--- config.mk ---
export PLATFORM = sky130hd
export DESIGN_NAME = accel_pwr_seq
export DESIGN_NICKNAME = d
export VERILOG_FILES = /design/src/rtl/accel_pwr_seq.sv
export SDC_FILE = /design/constraint.sdc
export NUM_CORES = 1
export LEC_CHECK = 0
export BUFFER_PORTS_ARGS = -buffer_cell sky130_fd_sc_hd__buf_2
export CAP_MARGIN = 20
export CORE_MARGIN = 5
export CORE_UTILIZATION = 53
export CTS_BUF_LIST = sky130_fd_sc_hd__clkbuf_4
export DETAILED_ROUTE_END_ITERATION = 10
export PLACE_DENSITY = 0.77
export RECOVER_POWER = 100
export SETUP_SLACK_MARGIN = 0.15
export SLEW_MARGIN = 10
export SYNTH_ARGS = -nofsm -noshare
export SYNTH_HDL_FRONTEND = slang
export SYNTH_SLANG_ARGS = --single-unit
--- constraint.sdc ---
create_clock -name clk -period 2 [get_ports clk]
set_input_delay 0.1 -clock clk [delete_from_list [all_inputs] [get_ports clk]]
set_output_delay 0.1 -clock clk [all_outputs]
set_load 0.02 [all_outputs]
--- src/rtl/accel_pwr_seq.sv ---
// Accelerator socket power sequencer: ordered clock/iso/retain/power steps.
// Optional rail-good wait and timeout error: define ACCEL_PWR_PGOOD_EN.
module accel_pwr_seq #(
  parameter int PWR_UP_CYC    = 8,
  parameter int ISO_CYC       = 2,
  parameter int PWR_DN_CYC    = 4,
  parameter int PGOOD_TIMEOUT = 64
) (
  input  logic       clk,
  input  logic       rst_n,
  input  logic       pwr_req_i,
  input  logic       retain_req_i,
`ifdef ACCEL_PWR_PGOOD_EN
  input  logic       pwr_good_i,
  output logic       pwr_err_o,
`endif
  output logic       power_en_o,
  output logic       isolate_o,
  output logic       retain_o,
  output logic       clk_en_o,
  output logic       pwr_ack_o,
  output logic       busy_o,
  output logic [2:0] state_o
);

  localparam int UP_C = (PWR_UP_CYC < 1) ? 1 : PWR_UP_CYC;
  localparam int IS_C = (ISO_CYC < 1) ? 1 : ISO_CYC;
  localparam int DN_C = (PWR_DN_CYC < 1) ? 1 : PWR_DN_CYC;
  localparam int TO_C = (PGOOD_TIMEOUT < 1) ? 1 : PGOOD_TIMEOUT;
  localparam int M1   = (UP_C > IS_C) ? UP_C : IS_C;
  localparam int M2   = (M1 > DN_C) ? M1 : DN_C;
  localparam int MAXV = (M2 > TO_C) ? M2 : TO_C;
  localparam int CW   = $clog2(MAXV) + 1;

  localparam logic [CW-1:0] UP_T = CW'(UP_C - 1);
  localparam logic [CW-1:0] IS_T = CW'(IS_C - 1);
  localparam logic [CW-1:0] DN_T = CW'(DN_C - 1);

  typedef enum logic [2:0] {
    S_OFF     = 3'd0,
    S_PU_RAMP = 3'd1,
    S_PU_REL  = 3'd2,
    S_ON      = 3'd3,
    S_PD_CLK  = 3'd4,
    S_PD_ISO  = 3'd5,
    S_PD_PWR  = 3'd6
  } st_t;

  st_t           st_q, st_d;
  logic [CW-1:0] cnt_q;
  logic          lat_q, lat_d;
  logic          pe_d, iso_d, ret_d, ce_d, ack_d, busy_d;

`ifdef ACCEL_PWR_PGOOD_EN
  localparam logic [CW-1:0] TO_T = CW'(TO_C - 1);
  logic err_q, err_d;
  logic seen_q, seen_d;
`endif

  always_comb begin
    st_d  = st_q;
    lat_d = lat_q;
`ifdef ACCEL_PWR_PGOOD_EN
    err_d  = err_q;
    seen_d = seen_q;
`endif
    case (st_q)
      S_OFF: begin
`ifdef ACCEL_PWR_PGOOD_EN
        // after a failed ramp, require one low sample before retrying
        if (err_q && !pwr_req_i)
          seen_d = 1'b1;
        if (pwr_req_i && (!err_q || seen_q)) begin
          st_d   = S_PU_RAMP;
          err_d  = 1'b0;
          seen_d = 1'b0;
        end
`else
        if (pwr_req_i)
          st_d = S_PU_RAMP;
`endif
      end
      S_PU_RAMP: begin
`ifdef ACCEL_PWR_PGOOD_EN
        if (cnt_q >= UP_T && pwr_good_i) begin
          st_d  = S_PU_REL;
          lat_d = 1'b0;
        end else if (cnt_q >= TO_T) begin
          st_d  = S_PD_PWR;
          err_d = 1'b1;
          lat_d = 1'b0;
        end
`else
        if (cnt_q == UP_T) begin
          st_d  = S_PU_REL;
          lat_d = 1'b0;
        end
`endif
      end
      S_PU_REL:
        if (cnt_q == IS_T)
          st_d = S_ON;
      S_ON:
        if (!pwr_req_i) begin
          st_d  = S_PD_CLK;
          lat_d = retain_req_i;
        end
      S_PD_CLK:
        if (cnt_q == IS_T)
          st_d = S_PD_ISO;
      S_PD_ISO:
        if (cnt_q == IS_T)
          st_d = S_PD_PWR;
      S_PD_PWR:
        if (cnt_q == DN_T)
          st_d = S_OFF;
      default:
        st_d = S_OFF;
    endcase
  end

  // outputs decoded from the next state so they register with it
  always_comb begin
    pe_d   = 1'b0;
    iso_d  = 1'b1;
    ret_d  = lat_d;
    ce_d   = 1'b0;
    ack_d  = 1'b0;
    busy_d = 1'b1;
    unique case (st_d)
      S_OFF:     busy_d = 1'b0;
      S_PU_RAMP: pe_d = 1'b1;
      S_PU_REL: begin
        pe_d  = 1'b1;
        iso_d = 1'b0;
        ret_d = 1'b0;
      end
      S_ON: begin
        pe_d   = 1'b1;
        iso_d  = 1'b0;
        ret_d  = 1'b0;
        ce_d   = 1'b1;
        ack_d  = 1'b1;
        busy_d = 1'b0;
      end
      S_PD_CLK: begin
        pe_d  = 1'b1;
        iso_d = 1'b0;
        ret_d = 1'b0;
      end
      S_PD_ISO:  pe_d = 1'b1;
      S_PD_PWR:  pe_d = 1'b0;
      default:   busy_d = 1'b0;
    endcase
  end

  always_ff @(posedge clk or negedge rst_n) begin
    if (!rst_n) begin
      st_q       <= S_OFF;
      cnt_q      <= '0;
      lat_q      <= 1'b0;
      power_en_o <= 1'b0;
      isolate_o  <= 1'b1;
      retain_o   <= 1'b0;
      clk_en_o   <= 1'b0;
      pwr_ack_o  <= 1'b0;
      busy_o     <= 1'b0;
    end else begin
      st_q       <= st_d;
      lat_q      <= lat_d;
      power_en_o <= pe_d;
      isolate_o  <= iso_d;
      retain_o   <= ret_d;
      clk_en_o   <= ce_d;
      pwr_ack_o  <= ack_d;
      busy_o     <= busy_d;
      if (st_d != st_q)
        cnt_q <= '0;
      else if (cnt_q != '1)
        cnt_q <= cnt_q + 1'b1;
    end
  end

`ifdef ACCEL_PWR_PGOOD_EN
  always_ff @(posedge clk or negedge rst_n) begin
    if (!rst_n) begin
      err_q     <= 1'b0;
      seen_q    <= 1'b0;
      pwr_err_o <= 1'b0;
    end else begin
      err_q     <= err_d;
      seen_q    <= seen_d;
      pwr_err_o <= err_d;
    end
  end
`endif

  assign state_o = st_q;

endmodule

==> flow_metrics.py, run 1 <==
metrics = {
    "yosys": {
        "synth_commonest_cells": "dfrtp_1, nor2_1, nand2_1, o21ai_0, nor2b_1",
        "synth_flop_cell": "dfrtp_1",
        "async_reset_ff_share_pct": 100.0,
        "yosysSeqAreaShare_pct": 41.53,
        "syn_nets": 102,
        "yosysTopAreaCell": "dfrtp_1",
        "ys_warn_count": 0,
        "synth-seq-cells": 16,
        "syn_area_per_cell_um2": 10.07,
        "yosys-top-cells-area": "dfrtp_1, nor2_1, clkbuf_8",
        "synth_top_area_share_pct": 38.81,
        "syn_area_um2": 967.2,
        "synth_most_common_cell": "dfrtp_1",
        "synth_edf_count": 0,
        "ys_types": 40,
        "syn_inst": 96,
    },
    "power": {
        "p_int_mw": 1.019,
        "power_frac_comb_pct": 61.0,
        "swShare_pct": 46.94,
        "seqPwrFrac_pct": 29.9,
        "p_leak_nw": 0.5119,
        "power.switching_mw": 0.9015,
        "clock_power_share_pct": 9.1,
        "vdd_drop_max_mv": 0.9387,
        "powerDensity_nw_per_um2": 1558,
    },
    "clocking": {
        "worstSkewPairLatency_ps": 290,
        "cts_tree": "done",
        "cts_root_buf": "clkbuf_4",
        "cts.sinks": 16,
        "numCtsBuffers": 3,
        "max-clock-path-buffers": 2,
        "htree_levels": 1,
        "clkTransAtPathRegs_ps": 90,
    },
    "placed_design": {
        "dp_cells": 134,
        "post-place-ws_ps": 65.96,
        "port-buffer-count": 12,
        "hpwl_um": 1577,
        "placed_cell_area_um2": 1047,
        "gp_congestion": 0.9894,
    },
    "drt": {
        "dr.pass1.iters": 4,
        "wire_per_inst_um": 16.61,
        "vias_per_cell": 5.721,
        "ant_nets": 0,
        "drtIter0Drc": 32,
        "wl_um": 2441,
        "drc": 0,
        "vias": 841,
    },
    "sta": {
        "max_slew_margin_pct": 41.80,
        "max_freq_ghz": 0.5354,
        "worst_pin_slew_ps": 873.1,
        "setup_viol": 0,
        "rsz0062_at_grt": "yes",
        "finClkSkew_ps": 6.440,
        "period_needed_ps": 1868,
        "drv_slew": 0,
        "finalWorstSetupSlack_ps": 132.2,
        "fin_crit_sh_pct": 93.39,
        "fin_tns_setup_ps": 0,
        "finalHoldViolCount": 0,
    },
    "cells_and_area": {
        "stdcell_count": 147,
        "antenna_cells": 0,
        "nets": 129,
        "final_core_util_pct": 71.38,
        "drive_gt1_share_pct": 35.25,
        "final_area_um2": 1232,
        "area_growth_pct": 27.43,
    },
    "outcome": {
        "status": "finished, final reports clean",
    },
    "run": {
        "cap_violations": 0,
    },
    "worst_setup_path": {
        "critPathMaxStageDelay_ps": 600,
        "r2r-start": "cnt_q[4]",
        "slowest_stage": "or4_4",
        "start_kind": "flop",
        "crit_family": "simple AND/OR/NAND/NOR gates",
        "cp_num_cells": 5,
        "r2r_end": "cnt_q[1]",
        "endpoint": "cnt_q[1]",
        "worstPathRequired_ps": 2160,
        "path_buf_inv": 0,
        "r2r_slack_ps": 130,
        "endpoint_kind": "flop",
        "path_cells": "or4_4, o31ai_1, nand2_1, o221ai_4, a211oi_1",
        "worstPathMaxFanout": 7,
        "rr_worst_depth": 5,
        "arrival_ps": 2030,
        "worstSetupPathType": "flop to flop",
        "crit_path_start": "cnt_q[4]",
    },
    "global_route": {
        "grt_usage_pct": 18.32,
        "grt_antenna_before_repair": 0,
        "grt_pass1_wl_um": 3760,
        "grt-ovfl-total": 0,
        "grt_max_degree": 17,
        "grt_pass1_vias": 823,
    },
    "floorplanning": {
        "num_io_pins": 13,
        "fp-row-count": 15,
        "die_w_um": 52.72,
        "core_um2": 1727,
        "die_h_um": 52.72,
        "die_area_um2": 2779,
        "start_util_pct": 56.01,
    },
    "hold_path": {
        "hp-class": "primary input to flop",
    },
}
worst min-delay path by stage:
| stage | from | endpoint | slack [ps] | depth (start not counted) |
|---|---|---|---|---|
| after floorplan | rst_n | busy_o | -200 | 0 |
| after global placement | rst_n | cnt_q[0] | 20 | 1 |
| after detailed placement | rst_n | cnt_q[0] | 40 | 1 |
| after CTS | retain_req_i | lat_q | 50 | 3 |
| after global routing | retain_req_i | lat_q | 70 | 3 |
| final | retain_req_i | lat_q | 60 | 3 |
final cells by class:
class	instances	area, um^2
clock inverters	1	3.754
inverters	3	11.26
multi-input cells	73	595.6
well taps	25	31.28
clock buffers	3	22.52
fillers	140	494.2
repair buffers	26	162.7
flip-flops and latches	16	405.4
power by group through the flow:
| stage | Sequential [mW] | Clock (mW) | Combinational [mW] |
|---|---|---|---|
| 2_1_floorplan | 0.624 | 0 | 0.651 |
| 3_3_place_gp | 0.561 | 0 | 0.881 |
| 3_5_place_dp | 0.567 | 0 | 0.906 |
| 4_1_cts | 0.558 | 0.179 | 1.01 |
| 5_1_grt | 0.588 | 0.196 | 1.26 |
| 6_report | 0.574 | 0.174 | 1.17 |
metal layers:
metal  routed length (um)  GRT usage [%]  up-vias
met3                  100          2.564        6
met5                    0              0        -
met4                   34          8.511        0
met2                 1287          31.40       30
met1                 1020          22.34      404
li1                     -              -      401
flip-flops by register name, summed over array words and instances (netlist names):
register	cells
isolate_o	1
retain_o	1
power_en_o	1
busy_o	1
lat_q	1
state_o	3
pwr_ack_o	1
cnt_q	7
logic make-up after synthesis:
group,share of synthesized area [%]
adders and majority gates,2.587
and+or+nand+nor,26.65
muxes,1.164
AOI/OAI and AO/OA,18.24
DFF,41.53
xor gates and xnor gates,3.623
buffers and inverters,6.210
cell usage in the layout, fill, tap and decap left out, types with 3 or more instances in the layout:
cell type  Yosys  layout
clkbuf_4       0       3
clkbuf_1       0       7
nand3_1        3       3
o21ai_0        5       4
nand2_1        5       5
nor2_1        14      12
dfrtp_1       15      12
buf_2          0       5
dfrtp_2        0       3
buf_4          1      12
nor2b_1        4       4
inv_1          3       3
timing repair:
item,4_1_cts,5_1_grt
setup buffers,3,5
setup endpoints to repair,7,9
pin swaps,2,18
endpoints found under the hold margin,15,0
hold buffers,1,0
gates resized for setup,7,19
worst reg2reg max path, stage by stage (launching register included):
cell and delay (ps):
dfrtp_1 450, or4_4 600, o31ai_1 220, nand2_1 120, o221ai_4 260, a211oi_1 100
through the flow:
step,total power [mW],hold slack [ps]
3_3_place_gp,1.442,21.90
5_1_grt,2.041,65.66
3_5_place_dp,1.472,36.39
4_1_cts,1.744,47.22
2_1_floorplan,1.275,-195.6
6_report,1.921,56.66
Power figures use the tool's default switching activity.
==> inputs of run 2 (changes only) <==
Settings changed: CORE_UTILIZATION 53 to 35, PLACE_DENSITY 0.77 to default.
==> run 2 against run 1 <==
  * Via count decreased by 2.4%
  * Combinational power decreased by 11%
  * Largest cell class unchanged
  * Register-to-register slack got worse by 50 ps
  * Flip-flop and latch count unchanged
  * Worst hold slack got worse by 7.4 ps
  * Sequential power decreased by 1%
  * Worst setup slack got worse by 52 ps
  * Routed wire length decreased by 7.9%
  * Clock power about the same
  * Count of clock-buffer cells in the layout unchanged
  * First-iteration DRC count decreased by 9.4%
==> flow_metrics.py, run 2 (synthesis results as in run 1) <==
metrics = {
    "sta": {
        "worst_pin_slew_ps": 838.1,
        "drv_slew": 0,
        "fin_tns_setup_ps": 0,
        "hold_slack_ps": 49.27,
        "setup_viol": 0,
        "rsz0062_at_grt": "yes",
        "finalHoldViolCount": 0,
        "max_freq_ghz": 0.5209,
        "fin_crit_sh_pct": 96.00,
        "finClkSkew_ps": 4.715,
        "max_slew_margin_pct": 44.13,
        "period_needed_ps": 1920,
    },
    "floorplanning": {
        "die_w_um": 62.57,
        "die_h_um": 62.57,
        "die_area_um2": 3914,
        "core_um2": 2710,
        "num_io_pins": 13,
        "fp-row-count": 19,
        "start_util_pct": 35.69,
    },
    "cells_and_area": {
        "drive_gt1_share_pct": 33.33,
        "nFillCells": 276,
        "final_core_util_pct": 43.77,
        "top_register": "cnt_q",
        "mostFrequentLayoutCell": "dfrtp_1",
        "layout_common_cells": "dfrtp_1, nor2_1, buf_4",
        "final_area_um2": 1186,
        "antenna_cells": 0,
        "largest_reg_flops": 7,
        "nets": 127,
        "area_growth_pct": 22.64,
    },
    "power": {
        "vdd_drop_max_mv": 0.8141,
        "swShare_pct": 46.93,
        "power_frac_comb_pct": 58.5,
        "seqPwrFrac_pct": 31.9,
        "p_leak_nw": 0.4965,
        "powerDensity_nw_per_um2": 1504,
        "power.switching_mw": 0.8371,
        "p_int_mw": 0.9465,
        "clock_power_share_pct": 9.7,
    },
    "worst_setup_path": {
        "worstPathMaxFanout": 4,
        "critPathMaxStageDelay_ps": 600,
        "crit_path_start": "cnt_q[4]",
        "arrival_ps": 2090,
        "endpoint_kind": "flop",
        "worstSetupPathType": "flop to flop",
        "start_kind": "flop",
        "slowest_stage": "or4_4",
        "worstPathRequired_ps": 2170,
        "crit_family": "simple AND/OR/NAND/NOR gates",
        "path_cells": "or4_4, o21ai_0, a21oi_1, nor4_2, nor2_1",
        "path_buf_inv": 0,
        "r2r-start": "cnt_q[4]",
    },
    "outcome": {
        "status": "finished, final reports clean",
    },
    "drt": {
        "drc": 0,
        "wire_per_inst_um": 14.89,
        "ant_nets": 0,
        "dr.pass1.iters": 4,
        "wl_um": 2248,
        "vias": 821,
        "vias_per_cell": 5.437,
        "drtIter0Drc": 29,
    },
    "clocking": {
        "cts_tree": "done",
        "worstSkewPairLatency_ps": 290,
        "numCtsBuffers": 3,
        "clkTransAtPathRegs_ps": 90,
        "htree_levels": 1,
        "max-clock-path-buffers": 2,
        "cts_root_buf": "clkbuf_4",
        "cts.sinks": 16,
    },
    "run": {
        "cap_violations": 0,
    },
    "placed_design": {
        "port-buffer-count": 12,
        "hpwl_um": 1589,
        "placed_cell_area_um2": 1055,
        "gp_congestion": 0.8352,
    },
    "global_route": {
        "grt_antenna_before_repair": 0,
        "grt_max_degree": 17,
        "grt_pass1_wl_um": 3891,
        "grt-ovfl-total": 0,
        "grt_pass1_vias": 802,
        "grt_usage_pct": 12.01,
    },
    "hold_path": {
        "hp-class": "primary input to flop",
        "min-delay-start": "retain_req_i",
    },
}
run 2: cell types whose count changed in the layout (fill, tap and decap cells not counted), sizes merged:
| cell | before | now |
|---|---|---|
| clkbuf | 10 | 12 |
| buf | 18 | 14 |
run 2: layer usage:
metal	track usage (%)	part of all wire, %	vias to the layer above	routed length, um
met3	4.676	5.7	0	129
met1	15.25	42	408	949
met2	20.08	52	14	1170
met4	0.7958	0	0	0
li1	-	-	399	-
met5	0	0	-	0
run 2: final timing paths:
kind | endpoint | slack (ps) | depth (start not counted)
worst min-delay path | lat_q | 50 | 3
worst min register to register | lat_q | 560 | 2
max in group asynchronous | cnt_q[5] | 1010 | 2
min in group asynchronous | state_o[1] | 420 | 2
worst max register to register | power_en_o | 80 | 5
worst max-delay path | power_en_o | 80 | 5
run 2: worst register-to-register path, stage by stage, from the launching register on:
cell     delay [ps]
dfrtp_1         450
or4_4           600
o21ai_0         250
a21oi_1         150
nor4_2          270
nor2_1           90
run 2: timing repair:
item | 4_1_cts | 5_1_grt
pin swaps | 1 | 11
hold buffers | 1 | 0
hold endpoints to repair | 15 | 0
endpoints found under the setup margin | 8 | 9
setup buffers | 5 | 1
resized for setup | 4 | 13
run 2: power groups by stage:
stage	combinational, mW	sequential [mW]	clock [mW]
after floorplan	0.651	0.624	0
after global placement	0.883	0.575	0
after detailed placement	0.900	0.580	0
after CTS	0.996	0.564	0.179
after global routing	1.15	0.591	0.199
final	1.04	0.568	0.173
run 2: through the flow:
stage / setup WS (ps) / instances / power [mW]
global route: 41.74 / 151 / 1.936
detailed placement: 83.48 / 140 / 1.480
floorplan: 154.6 / 96 / 1.275
finish: 80.09 / 151 / 1.784
CTS: 156.8 / 150 / 1.740
global placement: 122.8 / 140 / 1.457
run 2: final cells by class:
class,count,area (um^2),share of cell area [%]
clock inverters,1,3.754,0.3165
clock buffers,3,22.52,1.899
inverters,3,11.26,0.9494
repair buffers,24,138.9,11.71
well taps,31,38.79,3.270
multi-input cells,73,568.0,47.89
flip-flops and latches,16,402.9,33.97
==> inputs of run 3 (changes only) <==
Settings changed: CORE_MARGIN 5 to default.
==> run 3 against run 2 <==
  * Combinational power up 7%
  * Non-clock buffer count decreased by 1
  * Core utilization rose by 4.7 points
  * Critical endpoint is now cnt_q[4]
  * Critical path type unchanged
==> flow_metrics.py, run 3 (synthesis results as in run 1) <==
metrics = {
    "floorplanning": {
        "start_util_pct": 38.00,
        "die_h_um": 54.57,
        "fp-row-count": 18,
        "num_io_pins": 13,
        "core_um2": 2545,
        "die_w_um": 54.57,
        "die_area_um2": 2977,
    },
    "power": {
        "p_leak_nw": 0.5010,
        "vdd_drop_max_mv": 0.9116,
        "powerDensity_nw_per_um2": 1543,
        "p_total_mw": 1.903,
    },
    "sta": {
        "finClkSkew_ps": 11.05,
        "max_slew_margin_pct": 45.28,
        "period_needed_ps": 1830,
        "finalWorstSetupSlack_ps": 170.0,
        "setup_viol": 0,
        "finalHoldViolCount": 0,
        "drv_slew": 0,
        "hold_slack_ps": 42.55,
        "max_freq_ghz": 0.5465,
        "worst_pin_slew_ps": 820.8,
        "fin_crit_sh_pct": 91.50,
        "fin_tns_setup_ps": 0,
        "rsz0062_at_grt": "yes",
    },
    "drt": {
        "vias_per_cell": 5.376,
        "wire_per_inst_um": 14.36,
        "ant_nets": 0,
        "dr.pass1.iters": 4,
        "drtIter0Drc": 10,
        "wl_um": 2139,
        "drc": 0,
        "vias": 801,
    },
    "worst_setup_path": {
        "path_buf_inv": 0,
        "endpoint_kind": "flop",
        "crit_family": "simple AND/OR/NAND/NOR gates",
        "slowest_stage": "or4_4",
        "worstSetupPathType": "flop to flop",
        "start_kind": "flop",
        "arrival_ps": 1990,
        "critPathMaxStageDelay_ps": 610,
        "worstPathMaxFanout": 7,
        "path_cells": "or4_4, o31ai_4, nand2_2, o221ai_4, nor2_1",
        "worstPathRequired_ps": 2160,
    },
    "cells_and_area": {
        "final_core_util_pct": 48.48,
        "top_register": "cnt_q",
        "antenna_cells": 0,
        "largest_reg_flops": 7,
        "final_area_um2": 1234,
        "mostFrequentLayoutCell": "dfrtp_1",
        "layout_common_cells": "dfrtp_1, nor2_1, buf_4",
        "stdcell_count": 149,
        "drive_gt1_share_pct": 39.50,
        "nFillCells": 251,
        "area_growth_pct": 27.55,
        "nets": 126,
    },
    "global_route": {
        "grt_max_degree": 17,
        "grt_pass1_wl_um": 3443,
        "grt_pass1_vias": 776,
        "grt_usage_pct": 16.44,
        "grt-ovfl-total": 0,
        "grt_antenna_before_repair": 0,
    },
    "clocking": {
        "numCtsBuffers": 3,
        "worstSkewPairLatency_ps": 290,
        "cts_root_buf": "clkbuf_4",
        "clkTransAtPathRegs_ps": 100,
        "htree_levels": 1,
        "max-clock-path-buffers": 2,
        "cts_tree": "done",
        "cts.sinks": 16,
    },
    "hold_path": {
        "hp-class": "primary input to flop",
    },
    "placed_design": {
        "post-place-ws_ps": 51.20,
        "port-buffer-count": 12,
        "hpwl_um": 1530,
        "placed_cell_area_um2": 1061,
        "gp_congestion": 0.8474,
        "dp_cells": 140,
    },
    "outcome": {
        "status": "finished, final reports clean",
    },
    "run": {
        "cap_violations": 0,
    },
}
## run 3: cell count changes in the layout (fill, tap and decap cells not counted), sizes merged
cell,previous run,this run
clkinv,1,0
## run 3: power breakdown
| part | switching, mW | internal, mW |
|---|---|---|
| Combinational | 0.638 | 0.475 |
| Sequential | 0.151 | 0.449 |
| Clock | 0.0990 | 0.0911 |
| Total | 0.888 | 1.02 |
## run 3: worst min-delay path: stages
cell and delay, ps:
buf_2 70, nand2_1 30, o21ai_0 90
## run 3: worst paths after layout
path	start	end	slack, ps	cells after the start
worst max-delay path	cnt_q[4]	cnt_q[4]	170	5
worst min-delay path	retain_req_i	lat_q	40	3
worst max register to register	cnt_q[4]	cnt_q[4]	170	5
worst min register to register	lat_q	lat_q	560	2
max in group asynchronous	rst_n	cnt_q[6]	1010	2
min in group asynchronous	rst_n	state_o[0]	410	2
## run 3: area by class of cell
type | count | area (um^2) | area share, %
tap | 30 | 37.54 | 3.043
multi-input combinational | 73 | 614.3 | 49.80
sequential | 16 | 405.4 | 32.86
timing repair buffer | 23 | 135.1 | 10.95
clock buffer | 4 | 30.03 | 2.434
inverter | 3 | 11.26 | 0.9128
## run 3: layer usage
metal	global-route usage, %	part of all wire [%]	vias to the layer above
met2	25.81	52	14
met1	20.71	43	390
met4	4.701	0.75	0
met5	0	0	-
li1	-	-	395
met3	6.389	4.1	2
## run 3: timing repair
action / CTS / global route
pin swaps: 2 / 11
setup buffers: 2 / 2
hold buffers: 1 / 0
setup endpoints to repair: 8 / 9
gates resized for setup: 8 / 20
endpoints found under the hold margin: 15 / 0
